$ cat src/rtl/fsm_rq_rdy_arb_if.sv
// Handshake bundle between the command sources, the round-robin arbiter and
// the downstream command-sender engine.
interface fsm_rq_rdy_arb_if #(
  parameter int CH_NUM = 4,
  parameter int ID_W   = 2
);
  logic [CH_NUM-1:0] REQ;
  logic              ACK;
  logic              DONE;
  logic [CH_NUM-1:0] READY;
  logic              REQUEST_LATCH;
  logic [ID_W-1:0]   REQ_ID;
  logic              BUSY;
  logic              TIMEOUT;

  // Sources plus engine side: drives requests and the engine handshake.
  modport master (
    output REQ, ACK, DONE,
    input  READY, REQUEST_LATCH, REQ_ID, BUSY, TIMEOUT
  );

  // Arbiter side.
  modport slave (
    input  REQ, ACK, DONE,
    output READY, REQUEST_LATCH, REQ_ID, BUSY, TIMEOUT
  );
endinterface

$ cat src/rtl/fsm_rq_rdy_arb.sv
// Multi-channel request/ready arbiter: latches one request per channel and
// grants them round-robin to a shared engine, with a per-phase watchdog.
module fsm_rq_rdy_arb #(
  parameter int          CH_NUM = 4,
  parameter int          ID_W   = 2,
  parameter int unsigned TO_CYC = 1000
) (
  input logic             CLK,
  input logic             RESET_N,
  fsm_rq_rdy_arb_if.slave bus
);

  typedef enum logic [1:0] {IDLE, ARB, WAIT_ACK, WAIT_DONE} state_t;

  localparam bit              WDOG_EN  = (TO_CYC != 0);
  localparam logic [15:0]     TO_LIM   = WDOG_EN ? 16'(TO_CYC - 1) : 16'd0;
  localparam logic [ID_W-1:0] LAST_RST = ID_W'(CH_NUM - 1);

  state_t            state;
  logic [CH_NUM-1:0] pend;
  logic [ID_W-1:0]   last;
  logic [15:0]       timer;
  logic              rel_vld;   // REQ_ID names a finished channel still owed READY

  logic [CH_NUM-1:0] cap;
  logic [CH_NUM-1:0] grant_oh;
  logic [CH_NUM-1:0] rel_oh;
  logic              grant_vld;
  logic [ID_W-1:0]   grant_idx;
  logic              awaited;
  logic              expire;

  assign cap     = bus.REQ & bus.READY;
  assign awaited = (state == WAIT_ACK) ? bus.ACK : bus.DONE;
  assign expire  = WDOG_EN && (timer == TO_LIM) && !awaited;

  // Round-robin pick: k runs downwards so the nearest channel after `last`
  // is the final (winning) assignment.
  // NOTE: every always_comb output gets a default first so no latch is inferred.
  always_comb begin
    grant_vld = 1'b0;
    grant_idx = '0;
    grant_oh  = '0;
    rel_oh    = '0;
    if (state == ARB) begin
      for (int k = CH_NUM; k >= 1; k--) begin
        for (int j = 0; j < CH_NUM; j++) begin
          if (pend[j] && (j == (int'(last) + k) % CH_NUM)) begin
            grant_vld   = 1'b1;
            grant_idx   = ID_W'(j);
            grant_oh    = '0;
            grant_oh[j] = 1'b1;
          end
        end
      end
    end
    if ((state == IDLE) && rel_vld) begin
      for (int j = 0; j < CH_NUM; j++) begin
        if (ID_W'(j) == bus.REQ_ID) rel_oh[j] = 1'b1;
      end
    end
  end

  // NOTE: all state and registered outputs use non-blocking assignments so
  // every branch sees the pre-edge values.
  always_ff @(posedge CLK or negedge RESET_N) begin
    if (!RESET_N) begin
      state             <= IDLE;
      pend              <= '0;
      last              <= LAST_RST;
      timer             <= '0;
      rel_vld           <= 1'b0;
      bus.READY         <= '1;
      bus.REQUEST_LATCH <= 1'b0;
      bus.REQ_ID        <= '0;
      bus.BUSY          <= 1'b0;
      bus.TIMEOUT       <= 1'b0;
    end else begin
      bus.TIMEOUT <= 1'b0;
      bus.READY   <= (bus.READY & ~cap) | rel_oh;
      pend        <= (pend | cap) & ~grant_oh;

      case (state)
        IDLE: begin
          rel_vld <= 1'b0;
          state   <= ARB;
        end
        ARB: begin
          if (grant_vld) begin
            bus.REQ_ID        <= grant_idx;
            last              <= grant_idx;
            bus.REQUEST_LATCH <= 1'b1;
            bus.BUSY          <= 1'b1;
            timer             <= '0;
            state             <= WAIT_ACK;
          end
        end
        WAIT_ACK: begin
          // DONE is deliberately ignored here, even alongside ACK.
          if (bus.ACK) begin
            bus.REQUEST_LATCH <= 1'b0;
            timer             <= '0;
            state             <= WAIT_DONE;
          end else if (expire) begin
            bus.TIMEOUT       <= 1'b1;
            bus.REQUEST_LATCH <= 1'b0;
            bus.BUSY          <= 1'b0;
            rel_vld           <= 1'b1;
            state             <= IDLE;
          end else if (WDOG_EN) begin
            timer <= timer + 16'd1;
          end
        end
        WAIT_DONE: begin
          if (bus.DONE) begin
            bus.BUSY <= 1'b0;
            rel_vld  <= 1'b1;
            state    <= IDLE;
          end else if (expire) begin
            bus.TIMEOUT       <= 1'b1;
            bus.REQUEST_LATCH <= 1'b0;
            bus.BUSY          <= 1'b0;
            rel_vld           <= 1'b1;
            state             <= IDLE;
          end else if (WDOG_EN) begin
            timer <= timer + 16'd1;
          end
        end
        default: begin
          bus.REQUEST_LATCH <= 1'b0;
          bus.BUSY          <= 1'b0;
          state             <= IDLE;
        end
      endcase
    end
  end

endmodule

$ cat src/flat_wrapper.sv
// flat-port wrapper written by rule: the top's interface ports become plain ports
module fsm_rq_rdy_arb_flat 
#(
  parameter int          CH_NUM = 4,
  parameter int          ID_W   = 2,
  parameter int unsigned TO_CYC = 1000
)
  (CLK, RESET_N, bus_REQ, bus_ACK, bus_DONE, bus_READY, bus_REQUEST_LATCH, bus_REQ_ID, bus_BUSY, bus_TIMEOUT);
  fsm_rq_rdy_arb_if #(.CH_NUM(CH_NUM), .ID_W(ID_W)) bus_i ();
  input logic CLK;
  input logic RESET_N;
  input wire logic [$bits(bus_i.REQ)-1:0] bus_REQ;
  input wire logic [$bits(bus_i.ACK)-1:0] bus_ACK;
  input wire logic [$bits(bus_i.DONE)-1:0] bus_DONE;
  output wire logic [$bits(bus_i.READY)-1:0] bus_READY;
  output wire logic [$bits(bus_i.REQUEST_LATCH)-1:0] bus_REQUEST_LATCH;
  output wire logic [$bits(bus_i.REQ_ID)-1:0] bus_REQ_ID;
  output wire logic [$bits(bus_i.BUSY)-1:0] bus_BUSY;
  output wire logic [$bits(bus_i.TIMEOUT)-1:0] bus_TIMEOUT;
  assign bus_i.REQ = bus_REQ;
  assign bus_i.ACK = bus_ACK;
  assign bus_i.DONE = bus_DONE;
  assign bus_READY = bus_i.READY;
  assign bus_REQUEST_LATCH = bus_i.REQUEST_LATCH;
  assign bus_REQ_ID = bus_i.REQ_ID;
  assign bus_BUSY = bus_i.BUSY;
  assign bus_TIMEOUT = bus_i.TIMEOUT;
  fsm_rq_rdy_arb #(.CH_NUM(CH_NUM), .ID_W(ID_W), .TO_CYC(TO_CYC)) u_core (.CLK(CLK), .RESET_N(RESET_N), .bus(bus_i));
endmodule
$ cat config.mk
export PLATFORM = sky130hd
export DESIGN_NAME = fsm_rq_rdy_arb_flat
export DESIGN_NICKNAME = d
export VERILOG_FILES = /design/src/rtl/fsm_rq_rdy_arb_if.sv /design/src/rtl/fsm_rq_rdy_arb.sv /design/src/flat_wrapper.sv
export SDC_FILE = /design/constraint.sdc
export NUM_CORES = 1
export LEC_CHECK = 0
export ABC_CLOCK_PERIOD_IN_PS = 1550
export CORE_UTILIZATION = 50
export CTS_CLUSTER_SIZE = 16
export DETAILED_ROUTE_END_ITERATION = 8
export GPL_TIMING_DRIVEN = 0
export PLACE_DENSITY = 0.76
export RECOVER_POWER = 100
export SLEW_MARGIN = 20
export SYNTH_ARGS = -nofsm -noshare
export SYNTH_HDL_FRONTEND = slang
export SYNTH_SLANG_ARGS = --single-unit
$ cat constraint.sdc
create_clock -name CLK -period 1.55 [get_ports CLK]
set_input_delay 0.155 -clock CLK [delete_from_list [all_inputs] [get_ports CLK]]
set_output_delay 0.155 -clock CLK [all_outputs]
set_load 0.005 [all_outputs]
==> results of run 1 <==
## power breakdown
group / switching (W) / internal, W
combinational: 0.00114 / 0.00104
sequential: 0.000250 / 0.00112
clock: 0.000307 / 0.000224
total: 0.00170 / 0.00238
## Yosys cell counts (all sizes together) (2+ instances only)
cell,count
clkbuf,4
nand2b,2
o31ai,2
a21oi,22
o32ai,2
a31oi,4
nor2,10
nand4,2
nor2b,3
a41oi,2
or4,4
and3,2
dfstp,6
nand2,19
o211ai,3
a21o,3
nor3,2
dfrtp,28
buf,5
a21boi,3
o22ai,5
o21ai,22
inv,14
nand3,15
## worst paths after layout
kind | from | cells past startpoint | slack, ns | to
hold reg to reg | u_core.bus.REQ_ID[0] | 1 | 0.50 | u_core.bus.READY[2]
setup / recovery | u_core.state[0] | 6 | -0.27 | u_core.timer[0]
setup reg to reg | u_core.state[0] | 6 | -0.27 | u_core.timer[0]
max in group asynchronous | RESET_N | 2 | 0.55 | u_core.pend[0]
hold / removal | bus_REQ[2] | 2 | 0.38 | u_core.bus.READY[2]
min in group asynchronous | RESET_N | 2 | 0.42 | u_core.timer[12]
## per-layer routing
metal / global-route usage / vias up
li1: - / 814
met1: 0.373 / 835
met2: 0.362 / 67
met3: 0.0476 / 11
met4: 0.0921 / 0
met5: 0 / -
## final cells by class
type,count,area share
Multi-Input combinational cell,142,0.406
Sequential cell,34,0.364
Timing Repair Buffer,36,0.137
Clock buffer,8,0.0248
Tap cell,46,0.0242
Buffer,6,0.0221
Inverter,14,0.0221
## state kept, by name, indices dropped and copies added, names as in the netlist
signal	count
u_core.bus.BUSY	1
u_core.rel_vld	1
u_core.bus.READY	4
u_core.pend	4
u_core.last	2
u_core.bus.REQUEST_LATCH	1
u_core.bus.TIMEOUT	1
u_core.state	2
u_core.timer	16
u_core.bus.REQ_ID	2
## cells in the final DEF (no fill, tap or decap), drive strengths merged, types with 2 or more instances in the layout
| master | instances |
|---|---|
| clkbuf | 12 |
| nand4 | 2 |
| a21o | 3 |
| nor2 | 10 |
| dfrtp | 28 |
| buf | 22 |
| o32ai | 2 |
| nand2b | 2 |
| o31ai | 2 |
| dlymetal6s2s | 3 |
| dfstp | 6 |
| a31oi | 4 |
| a21boi | 3 |
| a21oi | 22 |
| o22ai | 5 |
| clkdlybuf4s50 | 11 |
| nor3 | 2 |
| a41oi | 2 |
| nand2 | 19 |
| and3 | 2 |
| nor2b | 3 |
| o211ai | 3 |
| o21ai | 22 |
| inv | 14 |
| nand3 | 15 |
| or4 | 4 |
## cells by family (layout without fill, tap and decap cells)
family          after synthesis  count (layout)  synth area share
compound gates               75              75             0.261
buf+inv                      23              64            0.0610
xor+xnor                      1               1           0.00486
fa+ha+maj                     1               1           0.00693
simple gates                 65              65             0.190
flops                        34              34             0.476
## per-stage QoR
step                      cell area (sq um)  setup TNS, ns  worst slack (ns)
after floorplan                        1810          -1.07            -0.151
after global placement                 2030         -15.70            -0.453
after detailed placement               2020          -7.41            -0.480
after CTS                              2190          -3.71            -0.227
after global routing                   2370          -5.24            -0.315
final                                  2370          -3.70            -0.268
## worst max-delay path, delay by kind of cell (launching register included)
kind | cells | cell delay [ns]
and+or+nand+nor | 2 | 0.80
DFF | 1 | 0.39
AOI/OAI and AO/OA | 3 | 0.39
buffers and inverters | 1 | 0.13
## timing repair
action | 4_1_cts | 5_1_grt
endpoints found under the setup margin | 25 | 31
endpoints found under the hold margin | 28 | 0
setup buffers | 6 | 12
cloned | 0 | 1
pin swaps | 6 | 10
resized for setup | 16 | 37
hold buffers | 1 | 0
==> flow_summary.toml, run 1 <==
[critical_path]
critical_path.endpoint_type = "flop"
slowest_delay_ns = 0.64
critical_path_class = "reg2reg"
cp_max_fo = 6
worstPathRequired_ns = 1.79
start_kind = "flop"
worstPathCellList = "buf_6 -> nand3b_1 -> o2111ai_2 -> or4_4 -> a21oi_2 -> a21oi_1"
cp_slowest_cell = "or4_4"
critPathArrivalTime_ns = 2.06

[place]
dp_hpwl_mm = 2.91
gp_congestion = 0.898
placed_cells = 261
port_buffers = 16

[route]
routed.top_layer = "met4"
routed_wl_mm = 4.78
wl_met2_mm = 2.24
ant_nets = 0
route.detailed.drc = 0
avgRoutedWirePerCell_um = 16.7
met1_length_mm = 2.16
wl_met3_um = 306
drt_iter0_drc = 84
vias = 1727
dr.pass1.iters = 5
viasPerCell = 6.04

[die]
die_h_um = 62.1
dieArea_sq_um = 3850
io_pins = 17
rows = 21
die_w_um = 62.1
design.core.area_sq_um = 3390
start_util = 0.532

[yosys]
async_flop_share = 1.00
yosysTopAreaCellShare = 0.388
seq_area_frac_synth = 0.476
ys.flop_type = "dfrtp_1"
synthCells = 199
synth_edf_count = 0
synth_nets = 208
yosysTopAreaCell = "dfrtp_1"
syn_area_sq_um = 1800
yosys_register_bits = 34
synth_area_leaders = "dfrtp_1 (39%), dfstp_2 (8.7%), a21oi_1 (5.5%), nand3_1 (4.2%), o21ai_0 (4.2%)"
yosys_warnings = 0
synth_cell_type_count = 45
avgSynthCellArea_sq_um = 9.07

[min_path]
hold_path_class = "in2reg"

[clock_tree]
cts_buffer_depth = 2
cts_tree = "yes"
clock-sinks = 34
clkSlewWorstSetupHoldPaths_ns = 0.11
htreeDepth = 2
insertion_delay_ns = 0.35
cts_root_buf = "clkbuf_4"
cts-buffers-inserted = 5

[sta]
min_period_ns = 1.82
whs_ns = 0.378
worst_pin_slew_ns = 0.826
fmax_mhz = 550
rsz0062_at_grt = "yes"
fin_ws_ns = -0.268
setup_viol = 21
slew_headroom = 0.449
fin_crit_sh = 1.17
finClkSkew_ns = 0.0126
slew_viol_final = 0
hold_viol = 0

[grt]
grt_max_degree = 35
grt_overflow = 0
grt_pass1_wl_mm = 6.88
grt_pass1_vias = 1478
groute.usage.overall = 0.251
antenna_found_initial = 0

[cells_and_area]
drive_gt1_frac = 0.296
num-fill-cells = 254
final_cells = 286
nets = 248
fin_util = 0.700
multiInputGateArea_sq_um = 965
area_delta_synth_final_pct = 31.6
regArea_sq_um = 863
diodes = 0

[status]
status = "finished, violations left"
failed_checks = "negative setup slack"

[pwr]
p_leak_nw = 1.02
p_per_area_nw_per_um2 = 1720
power_w = 0.00408
ir_drop_v = 0.00123

[job]
maxCapViolCount = 0
Note: power is estimated with default switching activity, not from simulation.
==> run 2, diff against run 1 <==
--- a/config.mk
+++ b/config.mk
@@ -12,6 +12,7 @@
 export GPL_TIMING_DRIVEN = 0
 export PLACE_DENSITY = 0.76
 export RECOVER_POWER = 100
+export SKIP_CTS_REPAIR_TIMING = 1
 export SLEW_MARGIN = 20
 export SYNTH_ARGS = -nofsm -noshare
 export SYNTH_HDL_FRONTEND = slang
==> run 2 against run 1 <==
Critical path depth up 1; fmax down 2.9%; sequential share of layout area up 0.67 points; the run still ends with negative setup slack left; utilization down 1.1 points; combinational power down 12%; cell count down 1.7%; first-iteration DRC count up 6.0%; worst hold slack worse by 0.0018 ns.
==> flow_summary.toml, run 2 (same netlist as run 1, synthesis figures left out) <==
[route]
wl_met2_mm = 2.24
wl_met3_um = 279
ant_nets = 0
met1_length_mm = 2.06
viasPerCell = 6.05
drt_iter0_drc = 89
routed_wl_mm = 4.69
avgRoutedWirePerCell_um = 16.7
vias = 1699
dr.pass1.iters = 4
route.detailed.drc = 0
routed.top_layer = "met4"

[die]
io_pins = 17
rows = 21
dieArea_sq_um = 3850
design.core.area_sq_um = 3390
die_w_um = 62.1
die_h_um = 62.1
start_util = 0.532

[pwr]
p_sw_frac = 0.425
p_int_w = 0.00219
p_sw_w = 0.00162
clockPowerShare = 0.137
p_leak_nw = 1.01
seqPwrFrac = 0.359
combinationalPowerShare = 0.504
p_per_area_nw_per_um2 = 1630
ir_drop_v = 0.00106

[grt]
grt_overflow = 0
groute.usage.overall = 0.237
grt_pass1_wl_mm = 6.52
grt_max_degree = 35
antenna_found_initial = 0
grt_pass1_vias = 1443

[place]
gp_congestion = 0.898
place_ws_ns = -0.480
place_area_sq_um = 2020
dp_hpwl_mm = 2.91
port_buffers = 16

[sta]
setup-tns-final_ns = -5.23
setup_viol = 24
fmax_mhz = 534
fin_ws_ns = -0.321
slew_viol_final = 0
hold_viol = 0
rsz0062_at_grt = "yes"
finClkSkew_ns = 0.0142
fin_crit_sh = 1.21
min_period_ns = 1.87
slew_headroom = 0.437
worst_pin_slew_ns = 0.844

[critical_path]
worstPathRequired_ns = 1.81
critical_path.endpoint_type = "flop"
cp_max_fo = 7
start_kind = "flop"
critical_path_class = "reg2reg"
critPathArrivalTime_ns = 2.13

[min_path]
hold_path_class = "in2reg"

[clock_tree]
htreeDepth = 2
clkSlewWorstSetupHoldPaths_ns = 0.10
cts-buffers-inserted = 5
cts_tree = "yes"
cts_root_buf = "clkbuf_4"
clock-sinks = 34
cts_buffer_depth = 2
insertion_delay_ns = 0.34

[cells_and_area]
nets = 243
fin_util = 0.690
largest-register = "u_core.timer"
diodes = 0
final_common_cell = "dfrtp_1"
layout_common_cells = "dfrtp_1 (22), a21oi_1 (18), nand2_1 (17)"
drive_gt1_frac = 0.277
design_area_sq_um = 2340
area_delta_synth_final_pct = 29.5
reg_top3 = "u_core.timer (16), u_core.bus.READY (4), u_core.pend (4)"
largest_register_ffs = 16

[status]
failed_checks = "negative setup slack"
status = "finished, violations left"

[job]
maxCapViolCount = 0
[run 2: critical path, cell delays in order (launching register included)]
cell and delay [ns]:
dfrtp_1 0.40, buf_6 0.14, or4_4 0.49, and2_4 0.17
a21oi_4 0.23, buf_4 0.16, a21oi_2 0.05, a21oi_1 0.16
[run 2: power groups by stage]
stage	combinational, W	sequential, W	clock, W
floorplan	0.00113	0.00129	0
global placement	0.00152	0.00131	0
detailed placement	0.00157	0.00133	0
CTS	0.00158	0.00131	0.000527
global route	0.00209	0.00140	0.000563
finish	0.00192	0.00137	0.000522
[run 2: layer usage]
metal  up-vias  GRT usage
met5         -          0
met4         0      0.102
met3        14     0.0435
met2        73      0.333
met1       811      0.357
li1        801          -
[run 2: stage by stage]
step | std cells | total power [W] | hold WS, ns
2_1_floorplan | 199 | 0.00242 | -0.141
3_3_place_gp | 261 | 0.00283 | 0.465
3_5_place_dp | 261 | 0.00290 | 0.256
4_1_cts | 269 | 0.00342 | -0.114
5_1_grt | 281 | 0.00405 | 0.380
6_report | 281 | 0.00381 | 0.376
[run 2: final timing paths]
kind / start / to / slack, ns / cells past startpoint
max: u_core.pend[3] / u_core.timer[0] / -0.32 / 7
min: bus_REQ[3] / u_core.bus.READY[3] / 0.38 / 2
max reg2reg: u_core.pend[3] / u_core.timer[0] / -0.32 / 7
min reg2reg: u_core.bus.READY[0] / u_core.bus.READY[0] / 0.49 / 2
max in group asynchronous: RESET_N / u_core.pend[2] / 0.52 / 2
min in group asynchronous: RESET_N / u_core.rel_vld / 0.44 / 2
[run 2: layout make-up]
class                   instances  area [sq um]
well taps                      46          57.6
repair buffers                 30           280
fillers                       253          1050
multi-input cells             142           967
clock buffers                   8          58.8
plain buffers                   7          55.1
inverters                      14          52.6
flip-flops and latches         34           866
